File: src/rtl/game_pkg.sv
// Shared types and constants for the air-hockey scoreboard game-state logic.
package game_pkg;

  typedef enum logic [1:0] {
    ST_IDLE  = 2'd0,
    ST_PLAY  = 2'd1,
    ST_PAUSE = 2'd2,
    ST_OVER  = 2'd3
  } game_state_t;

  localparam int SCORE_W   = 7;
  localparam int SCORE_SAT = 99;
  localparam int PAUSE_W   = 4;

  localparam logic [1:0] WINNER_NONE  = 2'b00;
  localparam logic [1:0] WINNER_LEFT  = 2'b01;
  localparam logic [1:0] WINNER_RIGHT = 2'b10;
  localparam logic [1:0] WINNER_DRAW  = 2'b11;

  function automatic logic [SCORE_W-1:0] score_inc(input logic [SCORE_W-1:0] s);
    return (s >= SCORE_W'(SCORE_SAT)) ? SCORE_W'(SCORE_SAT) : s + SCORE_W'(1);
  endfunction

  function automatic logic [1:0] winner_of(input logic [SCORE_W-1:0] l,
                                           input logic [SCORE_W-1:0] r);
    if (l > r)      return WINNER_LEFT;
    else if (r > l) return WINNER_RIGHT;
    else            return WINNER_DRAW;
  endfunction

endpackage

File: src/rtl/score_timer_ctrl_sec_tick_gen.sv
// Game-second prescaler: one-cycle tick every TICK_DIV clocks, restartable via clr.
module sec_tick_gen #(
  parameter int TICK_DIV = 50_000_000
) (
  input  logic clk,
  input  logic rst_n,
  input  logic clr,
  output logic tick
);

  localparam int CNT_W = (TICK_DIV > 1) ? $clog2(TICK_DIV) : 1;

  logic [CNT_W-1:0] count_reg;

  assign tick = (count_reg == CNT_W'(TICK_DIV - 1));

  always_ff @(posedge clk or negedge rst_n) begin
    if (!rst_n)
      count_reg <= '0;
    else if (clr || tick)
      count_reg <= '0;
    else
      count_reg <= count_reg + CNT_W'(1);
  end

endmodule

File: src/rtl/score_timer_ctrl.sv
// Match state for the air-hockey scoreboard: goal counters, countdown clock,
// post-goal freeze and winner decision, all presented as registered outputs.
module score_timer_ctrl
  import game_pkg::*;
#(
  parameter int TICK_DIV      = 50_000_000,
  parameter int GAME_SECONDS  = 60,
  parameter int PAUSE_SECONDS = 2,
  parameter int WIN_SCORE     = 7
) (
  input  logic               clk,
  input  logic               rst_n,
  input  logic               start,
  input  logic               goal_l,
  input  logic               goal_r,
  output logic [SCORE_W-1:0] lscore,
  output logic [SCORE_W-1:0] rscore,
  output logic [SCORE_W-1:0] timecount,
  output logic               playing,
  output logic               game_over,
  output logic [1:0]         winner
);

  game_state_t        state_reg;
  logic               start_q_reg;
  logic [PAUSE_W-1:0] pause_cnt_reg;
  logic               start_rise;
  logic               tick;
  logic [SCORE_W-1:0] lscore_next;
  logic [SCORE_W-1:0] rscore_next;
  logic [SCORE_W-1:0] time_next;
  logic               match_end;

  assign start_rise = start & ~start_q_reg;

  sec_tick_gen #(
    .TICK_DIV(TICK_DIV)
  ) u_sec_tick_gen (
    .clk  (clk),
    .rst_n(rst_n),
    .clr  (start_rise),
    .tick (tick)
  );

  // Candidate PLAY-state values; only committed while in PLAY.
  always_comb begin
    time_next   = (tick && timecount != '0) ? timecount - SCORE_W'(1) : timecount;
    lscore_next = goal_l ? score_inc(lscore) : lscore;
    rscore_next = goal_r ? score_inc(rscore) : rscore;
    match_end   = (time_next == '0) ||
                  (lscore_next >= SCORE_W'(WIN_SCORE)) ||
                  (rscore_next >= SCORE_W'(WIN_SCORE));
  end

  always_ff @(posedge clk or negedge rst_n) begin
    if (!rst_n) begin
      state_reg     <= ST_IDLE;
      start_q_reg   <= 1'b0;
      pause_cnt_reg <= '0;
      lscore        <= '0;
      rscore        <= '0;
      timecount     <= '0;
      playing       <= 1'b0;
      game_over     <= 1'b0;
      winner        <= WINNER_NONE;
    end else begin
      start_q_reg <= start;
      // A start press restarts the match from any state.
      if (start_rise) begin
        state_reg     <= ST_PLAY;
        pause_cnt_reg <= '0;
        lscore        <= '0;
        rscore        <= '0;
        timecount     <= SCORE_W'(GAME_SECONDS);
        playing       <= 1'b1;
        game_over     <= 1'b0;
        winner        <= WINNER_NONE;
      end else begin
        case (state_reg)
          ST_PLAY: begin
            timecount <= time_next;
            lscore    <= lscore_next;
            rscore    <= rscore_next;
            if (match_end) begin
              state_reg <= ST_OVER;
              playing   <= 1'b0;
              game_over <= 1'b1;
              winner    <= winner_of(lscore_next, rscore_next);
            end else if (goal_l || goal_r) begin
              state_reg     <= ST_PAUSE;
              pause_cnt_reg <= PAUSE_W'(PAUSE_SECONDS);
            end
          end
          ST_PAUSE: begin
            if (tick) begin
              pause_cnt_reg <= pause_cnt_reg - PAUSE_W'(1);
              if (pause_cnt_reg <= PAUSE_W'(1))
                state_reg <= ST_PLAY;
            end
          end
          default: ;
        endcase
      end
    end
  end

endmodule

File: config.mk
export PLATFORM = sky130hd
export DESIGN_NAME = score_timer_ctrl
export DESIGN_NICKNAME = d
export VERILOG_FILES = /design/src/rtl/game_pkg.sv /design/src/rtl/score_timer_ctrl_sec_tick_gen.sv /design/src/rtl/score_timer_ctrl.sv
export SDC_FILE = /design/constraint.sdc
export NUM_CORES = 1
export LEC_CHECK = 0
export CAP_MARGIN = 20
export CELL_PAD_IN_SITES_DETAIL_PLACEMENT = 1
export CELL_PAD_IN_SITES_GLOBAL_PLACEMENT = 1
export CORE_UTILIZATION = 48
export DETAILED_ROUTE_END_ITERATION = 12
export GPL_TIMING_DRIVEN = 1
export PLACE_DENSITY_LB_ADDON = 0.1
export SLEW_MARGIN = 20
export SYNTH_ARGS = -nofsm -noshare
export SYNTH_HDL_FRONTEND = slang
export SYNTH_SLANG_ARGS = --single-unit
File: constraint.sdc
create_clock -name clk -period 8.5 [get_ports clk]
set_input_delay 2.125 -clock clk [delete_from_list [all_inputs] [get_ports clk]]
set_output_delay 2.125 -clock clk [all_outputs]
set_load 0.005 [all_outputs]
==> results of run 1 <==
[layer usage]
layer | track usage | wire [um] | up-vias
met1 | 0.344 | 4270 | 1494
met4 | 0.111 | 152 | 0
met5 | 0 | 0 | -
li1 | - | - | 1453
met2 | 0.444 | 4500 | 36
met3 | 0.0343 | 174 | 14
[worst paths after layout]
| path | endpoint | slack [ns] | depth (start not counted) | startpoint |
|---|---|---|---|---|
| setup / recovery | pause_cnt_reg[0]$_DFFE_PN0P_ | 3.80 | 8 | goal_l |
| hold / removal | u_sec_tick_gen.count_reg[0]$_DFF_PN0_ | 0.48 | 1 | u_sec_tick_gen.count_reg[0]$_DFF_PN0_ |
| setup reg to reg | winner[0]$_DFFE_PN0P_ | 5.40 | 10 | lscore[0]$_DFFE_PN0P_ |
| hold reg to reg | u_sec_tick_gen.count_reg[0]$_DFF_PN0_ | 0.48 | 1 | u_sec_tick_gen.count_reg[0]$_DFF_PN0_ |
| max in group asynchronous | lscore[5]$_DFFE_PN0P_ | 6.05 | 2 | rst_n |
| min in group asynchronous | u_sec_tick_gen.count_reg[9]$_DFF_PN0_ | 1.93 | 2 | rst_n |
[Yosys cell counts (5+ instances only)]
library cell,n
xnor2_1,13
nor2_1,57
inv_1,16
nor4_1,9
clkbuf_1,12
xor2_1,18
a21o_1,6
a21oi_1,18
nand4_1,14
nor3_1,12
a31oi_1,6
or3_1,5
nand2_1,45
and3_1,8
nand3_1,17
o21ai_0,11
dfrtp_1,58
ha_1,11
[area by class of cell]
class | instances | area (um2) | area share
inverters | 16 | 60.1 | 0.0151
multi-input cells | 302 | 1840 | 0.463
clock buffers | 14 | 163 | 0.0409
repair buffers | 32 | 308 | 0.0774
well taps | 96 | 120 | 0.0302
flip-flops and latches | 58 | 1450 | 0.365
clock inverters | 2 | 35.0 | 0.00881
[cell families (layout without fill, tap and decap cells)]
group,Yosys count,after routing,share of synthesized area
xor gates and xnor gates,31,31,0.0797
AOI/OAI and AO/OA,65,65,0.134
buffers and inverters,30,64,0.0334
adders and majority gates,13,13,0.0463
DFF,58,58,0.426
muxes,3,3,0.00882
and+or+nand+nor,190,190,0.271
[per-stage QoR]
stage / area, um2 / setup WS [ns] / util / instances
6_report: 3980 / 3.80 / 0.582 / 520
5_1_grt: 3980 / 3.66 / 0.582 / 520
4_1_cts: 3980 / 3.82 / 0.582 / 520
3_5_place_dp: 3780 / 3.49 / 0.553 / 504
3_3_place_gp: 3780 / 3.63 / 0.553 / 504
2_1_floorplan: 3400 / 4.49 / - / 390
[worst max-delay path, cell delays in order]
cell             delay, ns
clkdlybuf4s50_1       0.78
nand3_1               0.15
or4_1                 0.48
a221o_1               0.35
nor3_1                0.37
nand4_1               0.23
o211ai_1              0.28
a21oi_1               0.11
[power groups by stage]
stage | sequential [W] | clock, W | combinational (W)
3_5_place_dp | 0.000384 | 0 | 0.000382
5_1_grt | 0.000388 | 0.000283 | 0.000427
3_3_place_gp | 0.000382 | 0 | 0.000367
6_report | 0.000381 | 0.000264 | 0.000382
2_1_floorplan | 0.000367 | 0 | 0.000251
4_1_cts | 0.000380 | 0.000269 | 0.000386
==> impl_metrics.csv, run 1 <==
group,metric,value,unit
die,dieArea,0.00743,mm2
sta,tightest_slew,1.06,ns
die,die_w,86.2,um
global_route,grt_overflow_total,0,
sta,whs,0.483,ns
die,core_area,0.00683,mm2
yosys,netlist_area,0.00340,mm2
routing,routed_wl,9.09,mm
cts,cts_buffer_depth,2,
yosys,synth_nets,406,
cts,post_cts_buffers,0,
sta,final.setup.tns,0,ns
final_layout,final_cell_mix,"dfrtp_1, nor2_1, nand2_1, clkdlybuf4s50_1",
yosys,synth.distinct_cells,50,
power_and_ir_drop,pwr-share-seq,0.371,
final_layout,largest_reg_flops,26,
yosys,synth.avg_cell_area,8.73,um2
flow_run,drv_cap,0,
status,status,"completed",
cts,cts_buffers,9,
yosys,yosysTopAreaCell,"dfrtp_1",
die,ios,30,
routing,via_count,2997,
yosys,synthTopCellsByArea,"dfrtp_1, nor2_1, nand2_1",
cts,cts_num_sinks,58,
sta,fmax,0.213,GHz
cts,clk_pin_slew,0.07,ns
power_and_ir_drop,internal_power,0.000643,W
critical_path,worstPathRequired,8.67,ns
sta,drv_slew,0,
global_route,grt_pass1_vias,3162,
routing,drt_iter0_drc,82,
sta,finalCritPeriodShare,0.553,
die,num_rows,30,
power_and_ir_drop,swShare,0.374,
yosys,seq_area_frac_synth,0.426,
sta,rsz0062_at_grt,"no",
place,gp_congestion,0.840,
critical_path,cp_max_fo,14,
yosys,async_reset_ff_frac,1.00,
die,initial_core_util,0.498,
cts,ctsResizeCount,0,
global_route,grt_max_degree,59,
final_layout,layout_commonest_cell,"dfrtp_1",
die,die_y,86.2,um
place,portBuffers,29,
routing,drc_errors,0,
yosys,ys_ff_latch,58,
power_and_ir_drop,p_sw,0.000384,W
sta,slew_headroom,0.293,
power_and_ir_drop,power.density,258,mW/mm2
sta,finalHoldViolCount,0,
power_and_ir_drop,power_leakage,1.67,nW
final_layout,antenna_cells,0,
critical_path,arrival,4.87,ns
cts,h-tree-depth,3,
yosys,synth_edf_count,0,
yosys,synth.top_cell.area_share,0.426,
global_route,grt_pass1_wl,15.1,mm
routing,wl_per_cell,17.5,um
final_layout,num-fill-cells,815,
routing,dr.pass1.iters,4,
final_layout,area.growth.synth_to_final,16.9,%
sta,fin_crit,4.70,ns
global_route,antenna_found_initial,0,
cts,cts_tree,"yes",
worst_hold_path,min_path_type,"flip-flop to flip-flop",
sta,finalSetupViolations,0,
cts,clock_latency,0.34,ns
yosys,synth_ff_type,"dfrtp_1",
final_layout,nets,435,
yosys,netlist_instances,390,
cts,hold_buffers,0,
power_and_ir_drop,p_clk_frac,0.257,
critical_path,path_class,"input pin to flip-flop",
routing,ant_nets,0,
critical_path,end_kind,"flip-flop",
global_route,grt_usage,0.264,
cts,cts_root_buffer,"clkbuf_8",
power_and_ir_drop,power.total,0.00103,W
place,hpwl,6.20,mm
power_and_ir_drop,comb_power_share,0.372,
power_and_ir_drop,ir_worst_vdd,149,uV
yosys,ys_warn_count,0,
sta,finClkSkew,0.00956,ns
routing,viasPerCell,5.76,
final_layout,layout-drive-gt1-share,0.0660,
critical_path,start_kind,"input pin",
Note: power is estimated with default switching activity, not from simulation.
==> run 2, diff against run 1 <==
Settings changed: CORE_UTILIZATION 48 to 40.
Clock period 8.5 ns to 4.15 ns, I/O delays scaled along.
==> run 2 against run 1 <==
Effect of this change:
- first-iteration DRC count down 7.3%
- clock-buffer cell count is 3 lower
- global-route usage fell by 5.0 points
- routed wire length is 5.8% lower
- via count decreased by 2.3%
- combinational power up 100%
- sequential cell count did not move
- cell count up 1.9%
- non-clock buffer count increased by 1
- highest routed layer unchanged
- worst hold slack worse by 0.0042 ns
- critical path depth is 1 higher
==> impl_metrics.csv, run 2 (synthesis results as in run 1) <==
group,metric,value,unit
status,status,"completed",
power_and_ir_drop,internal_power,0.00136,W
final_layout,largest_reg_flops,26,
global_route,grt_overflow_total,0,
cts,ctsResizeCount,0,
routing,ant_nets,0,
final_layout,area.growth.synth_to_final,18.3,%
place,portBuffers,29,
die,initial_core_util,0.414,
global_route,grt_max_degree,48,
cts,hold_buffers,0,
sta,finClkSkew,0.00820,ns
final_layout,multi_input_area,0.00185,mm2
global_route,grt_usage,0.214,
die,die_w,94.3,um
global_route,met3_usage,0.0388,
cts,cts_buffer_depth,2,
cts,cts_tree,"yes",
sta,finalSetupViolations,0,
power_and_ir_drop,p_clk_frac,0.277,
final_layout,regArea,0.00145,mm2
global_route,grt_use_met1,0.278,
power_and_ir_drop,p_sw,0.000772,W
global_route,grt_util_met2,0.359,
critical_path,arrival,3.68,ns
final_layout,final_cell_mix,"dfrtp_1, nor2_1, nand2_1, clkdlybuf4s50_1",
power_and_ir_drop,power.total,0.00213,W
sta,fin_crit,3.41,ns
cts,clk_pin_slew,0.07,ns
sta,rsz0062_at_grt,"no",
final_layout,finalNonFillerCells,530,
die,dieArea,0.00888,mm2
global_route,antenna_found_initial,0,
routing,via_count,2928,
sta,finalCritPeriodShare,0.821,
cts,cts_num_sinks,58,
global_route,grt_pass1_wl,14.7,mm
power_and_ir_drop,power_leakage,1.69,nW
final_layout,layout_commonest_cell,"dfrtp_1",
sta,fmax,0.293,GHz
place,hpwl,6.06,mm
critical_path,path_class,"input pin to flip-flop",
global_route,grt_pass1_vias,2977,
final_layout,num-fill-cells,956,
critical_path,cp_max_fo,13,
final_layout,nets,436,
critical_path,worstPathRequired,4.42,ns
worst_hold_path,min_path_type,"flip-flop to flip-flop",
sta,final.setup.tns,0,ns
critical_path,end_kind,"flip-flop",
routing,viasPerCell,5.52,
final_layout,antenna_cells,0,
die,core_area,0.00822,mm2
sta,drv_slew,0,
routing,wl_per_cell,16.2,um
power_and_ir_drop,swShare,0.362,
sta,finalHoldViolCount,0,
die,num_rows,33,
power_and_ir_drop,pwr-share-seq,0.364,
die,ios,30,
final_layout,layout-drive-gt1-share,0.0729,
place,gp_congestion,0.838,
cts,cts_buffers,9,
place,dp.cells,514,
sta,slew_headroom,0.430,
cts,post_cts_buffers,0,
cts,clock_latency,0.34,ns
routing,routed_wl,8.57,mm
power_and_ir_drop,comb_power_share,0.359,
critical_path,start_kind,"input pin",
flow_run,drv_cap,0,
cts,cts_root_buffer,"clkbuf_8",
routing,dr.pass1.iters,4,
sta,tightest_slew,0.854,ns
cts,h-tree-depth,3,
power_and_ir_drop,power.density,530,mW/mm2
routing,drc_errors,0,
power_and_ir_drop,ir_worst_vdd,252,uV
die,die_y,94.3,um
global_route,busiest_layer,"met2",
routing,drt_iter0_drc,76,
[run 2: power groups by stage]
stage	registers, W	clock network (W)	logic, W
CTS	0.000778	0.000603	0.000783
global route	0.000796	0.000633	0.000860
floorplan	0.000751	0	0.000515
detailed placement	0.000787	0	0.000777
global placement	0.000784	0	0.000760
finish	0.000777	0.000590	0.000766
[run 2: final timing paths]
path,from,slack [ns],to,cells past startpoint
worst max-delay path,goal_r,0.74,winner[0]$_DFFE_PN0P_,9
worst min-delay path,u_sec_tick_gen.count_reg[0]$_DFF_PN0_,0.48,u_sec_tick_gen.count_reg[0]$_DFF_PN0_,1
worst max register to register,lscore[0]$_DFFE_PN0P_,1.07,winner[0]$_DFFE_PN0P_,10
worst min register to register,u_sec_tick_gen.count_reg[0]$_DFF_PN0_,0.48,u_sec_tick_gen.count_reg[0]$_DFF_PN0_,1
max in group asynchronous,rst_n,2.83,playing$_DFFE_PN0P_,2
min in group asynchronous,rst_n,0.71,u_sec_tick_gen.count_reg[9]$_DFF_PN0_,1
[run 2: metrics by stage]
step                      instance area [um2]  hold WS [ns]  setup WS [ns]  utilization
after floorplan                          3400         0.448           1.23            -
after global placement                   3800         0.470          0.409        0.462
after detailed placement                 3800         0.477          0.389        0.462
after CTS                                4020         0.486          0.735        0.489
after global routing                     4030         0.510          0.606        0.490
final                                    4030         0.479          0.742        0.490
[run 2: routing by layer]
metal  up-vias  routed length [um]
li1       1438                   -
met1      1450                4210
met2        31                4060
met3         9                 204
met4         0                  95
met5         -                   0
[run 2: final cells by class]
| type | instances | share of cell area |
|---|---|---|
| repair buffers | 33 | 0.0789 |
| clock buffers | 11 | 0.0351 |
| clock inverters | 5 | 0.0193 |
| inverters | 16 | 0.0149 |
| flip-flops and latches | 58 | 0.360 |
| multi-input cells | 302 | 0.459 |
| well taps | 105 | 0.0326 |
[run 2: worst max-delay path, cell delays in order]
cell and delay [ns]:
clkdlybuf4s50_1 0.76, nor3b_1 0.24, a22o_1 0.26, ha_1 0.29, a21oi_1 0.14, o21ai_0 0.10
maj3_1 0.36, a31oi_1 0.26, o221a_2 0.24
==> run 3, diff against run 2 <==
Clock period 4.15 ns to 3 ns, I/O delays scaled along.
==> run 3 against run 2 <==
Effect of this change:
- routed wire length rose by 8.9%
- clock skew barely moved
- highest routed layer unchanged
- via count rose by 5.7%
- worst setup slack got worse by 0.63 ns
- register-to-register slack got worse by 0.92 ns
- critical path type unchanged
- sequential cell count did not move
- non-clock buffer count rose by 36
- die area did not move
==> impl_metrics.csv, run 3 (synthesis results as in run 1) <==
group,metric,value,unit
routing,drc_errors,0,
critical_path,start_kind,"input pin",
die,dieArea,0.00888,mm2
final_layout,regArea,0.00145,mm2
routing,routed_wl,9.33,mm
sta,fin_crit,2.89,ns
critical_path,r2r-end,"winner[0]$_DFFE_PN0P_",
global_route,grt_max_degree,59,
global_route,antenna_found_initial,0,
critical_path,path_class,"input pin to flip-flop",
die,die_w,94.3,um
critical_path,r2r-start,"u_sec_tick_gen.count_reg[0]$_DFF_PN0_",
critical_path,cp_max_fo,8,
final_layout,area.growth.synth_to_final,25.5,%
cts,cts_buffer_depth,2,
sta,tightest_slew,0.656,ns
place,portBuffers,29,
final_layout,largest_reg_flops,26,
flow_run,drv_cap,0,
place,dp.cells,550,
cts,clock_latency,0.33,ns
critical_path,rrSetupSlack,0.15,ns
die,core_area,0.00822,mm2
final_layout,layout-drive-gt1-share,0.148,
routing,wl_met3,237,um
final_layout,finalNonFillerCells,564,
routing,met2_length,4.54,mm
place,place_area,0.00408,mm2
die,ios,30,
sta,finClkSkew,0.00809,ns
power_and_ir_drop,ir_worst_vdd,352,uV
sta,finalCritPeriodShare,0.962,
critical_path,reg2regPathDepth,8,
global_route,grt_overflow_total,0,
die,initial_core_util,0.414,
routing,ant_nets,0,
place,gp_congestion,0.857,
final_layout,nets,472,
sta,finalSetupViolations,0,
routing,viasPerCell,5.49,
routing,met1_length,4.49,mm
cts,cts_tree,"yes",
final_layout,multi_input_area,0.00186,mm2
final_layout,layout_commonest_cell,"dfrtp_1",
routing,dr.pass1.iters,4,
routing,via_count,3095,
sta,fmax,0.346,GHz
sta,slew_headroom,0.561,
place,place_ws,-0.280,ns
final_layout,num-fill-cells,983,
power_and_ir_drop,power_leakage,1.86,nW
global_route,grt_pass1_wl,15.6,mm
cts,cts_buffers,9,
worst_hold_path,min_path_type,"input pin to async pin",
final_layout,finalInstanceArea,0.00427,mm2
sta,fin_ws,0.114,ns
routing,wl_per_cell,16.5,um
sta,drv_slew,0,
critical_path,worstPathRequired,3.27,ns
routing,drt_iter0_drc,114,
place,hpwl,6.76,mm
cts,h-tree-depth,3,
cts,clk_pin_slew,0.07,ns
die,die_y,94.3,um
sta,finalHoldViolCount,0,
cts,cts_num_sinks,58,
final_layout,antenna_cells,0,
final_layout,final_cell_mix,"dfrtp_1, nor2_1, nand2_1, buf_4, clkdlybuf4s50_1",
die,num_rows,33,
power_and_ir_drop,power.total,0.00304,W
power_and_ir_drop,power.density,712,mW/mm2
cts,hold_buffers,0,
cts,cts_root_buffer,"clkbuf_8",
global_route,grt_usage,0.231,
global_route,grt_pass1_vias,3116,
routing,routed.top_layer,"met4",
status,status,"completed",
critical_path,end_kind,"flip-flop",
final_layout,postLayoutCoreUtil,0.520,
critical_path,arrival,3.15,ns
sta,rsz0062_at_grt,"no",
cts,post_cts_buffers,0,
==> run 3: cell count changes in the layout (fill, tap and decap cells not counted), sizes merged <==
cell           change
buf               +36
bufinv             -1
clkbuf             -1
clkdlybuf4s50      -1
clkinv             +1
clkinvlp           -1
dlymetal6s2s       +1
==> run 3: worst max-delay path by stage <==
| stage | from | to | cells after the start | slack (ns) |
|---|---|---|---|---|
| 6_report | goal_r | winner[0]$_DFFE_PN0P_ | 9 | 0.11 |
| 5_1_grt | lscore[0]$_DFFE_PN0P_ | winner[0]$_DFFE_PN0P_ | 10 | 0.005 |
| 4_1_cts | goal_l | winner[0]$_DFFE_PN0P_ | 10 | 0.06 |
| 3_5_place_dp | goal_l | winner[0]$_DFFE_PN0P_ | 10 | -0.28 |
| 3_3_place_gp | goal_l | winner[0]$_DFFE_PN0P_ | 10 | -0.19 |
| 2_1_floorplan | u_sec_tick_gen.count_reg[0]$_DFF_PN0_ | pause_cnt_reg[1]$_DFFE_PN0P_ | 9 | 0.22 |
==> run 3: area by class of cell <==
type,instances,area share
timing repair buffer,69,0.141
tap,105,0.0307
clock buffer,10,0.0299
inverter,16,0.0141
multi-input combinational,302,0.435
sequential,58,0.340
clock inverter,4,0.0105
==> run 3: metrics by stage <==
stage | hold slack [ns] | TNS, ns
floorplan | 0.448 | 0
global placement | 0.462 | -0.857
detailed placement | 0.483 | -1.52
CTS | 0.419 | 0
global route | 0.434 | 0
finish | 0.412 | 0
==> run 3: per-layer routing <==
metal / track usage / up-vias
met3: 0.0453 / 4
met4: 0.0654 / 0
met1: 0.302 / 1544
li1: - / 1517
met2: 0.385 / 30
met5: 0 / -
==> run 3: critical path: stages <==
cell             delay, ns
clkdlybuf4s50_1       0.52
nor3b_1               0.20
a22o_1                0.27
ha_1                  0.31
a21oi_1               0.15
o21ai_0               0.12
maj3_1                0.38
a31oi_2               0.24
o221a_2               0.22
==> run 3: what timing repair did <==
action	in CTS	in global routing
resized for setup	0	4
endpoints found under the hold margin	0	0
setup endpoints to repair	0	6
==> run 3: power by group <==
group	internal (W)	switching [W]	total, W
clock network	0.000370	0.000305	0.000675
logic	0.000652	0.000676	0.00133
registers	0.000904	0.000136	0.00104
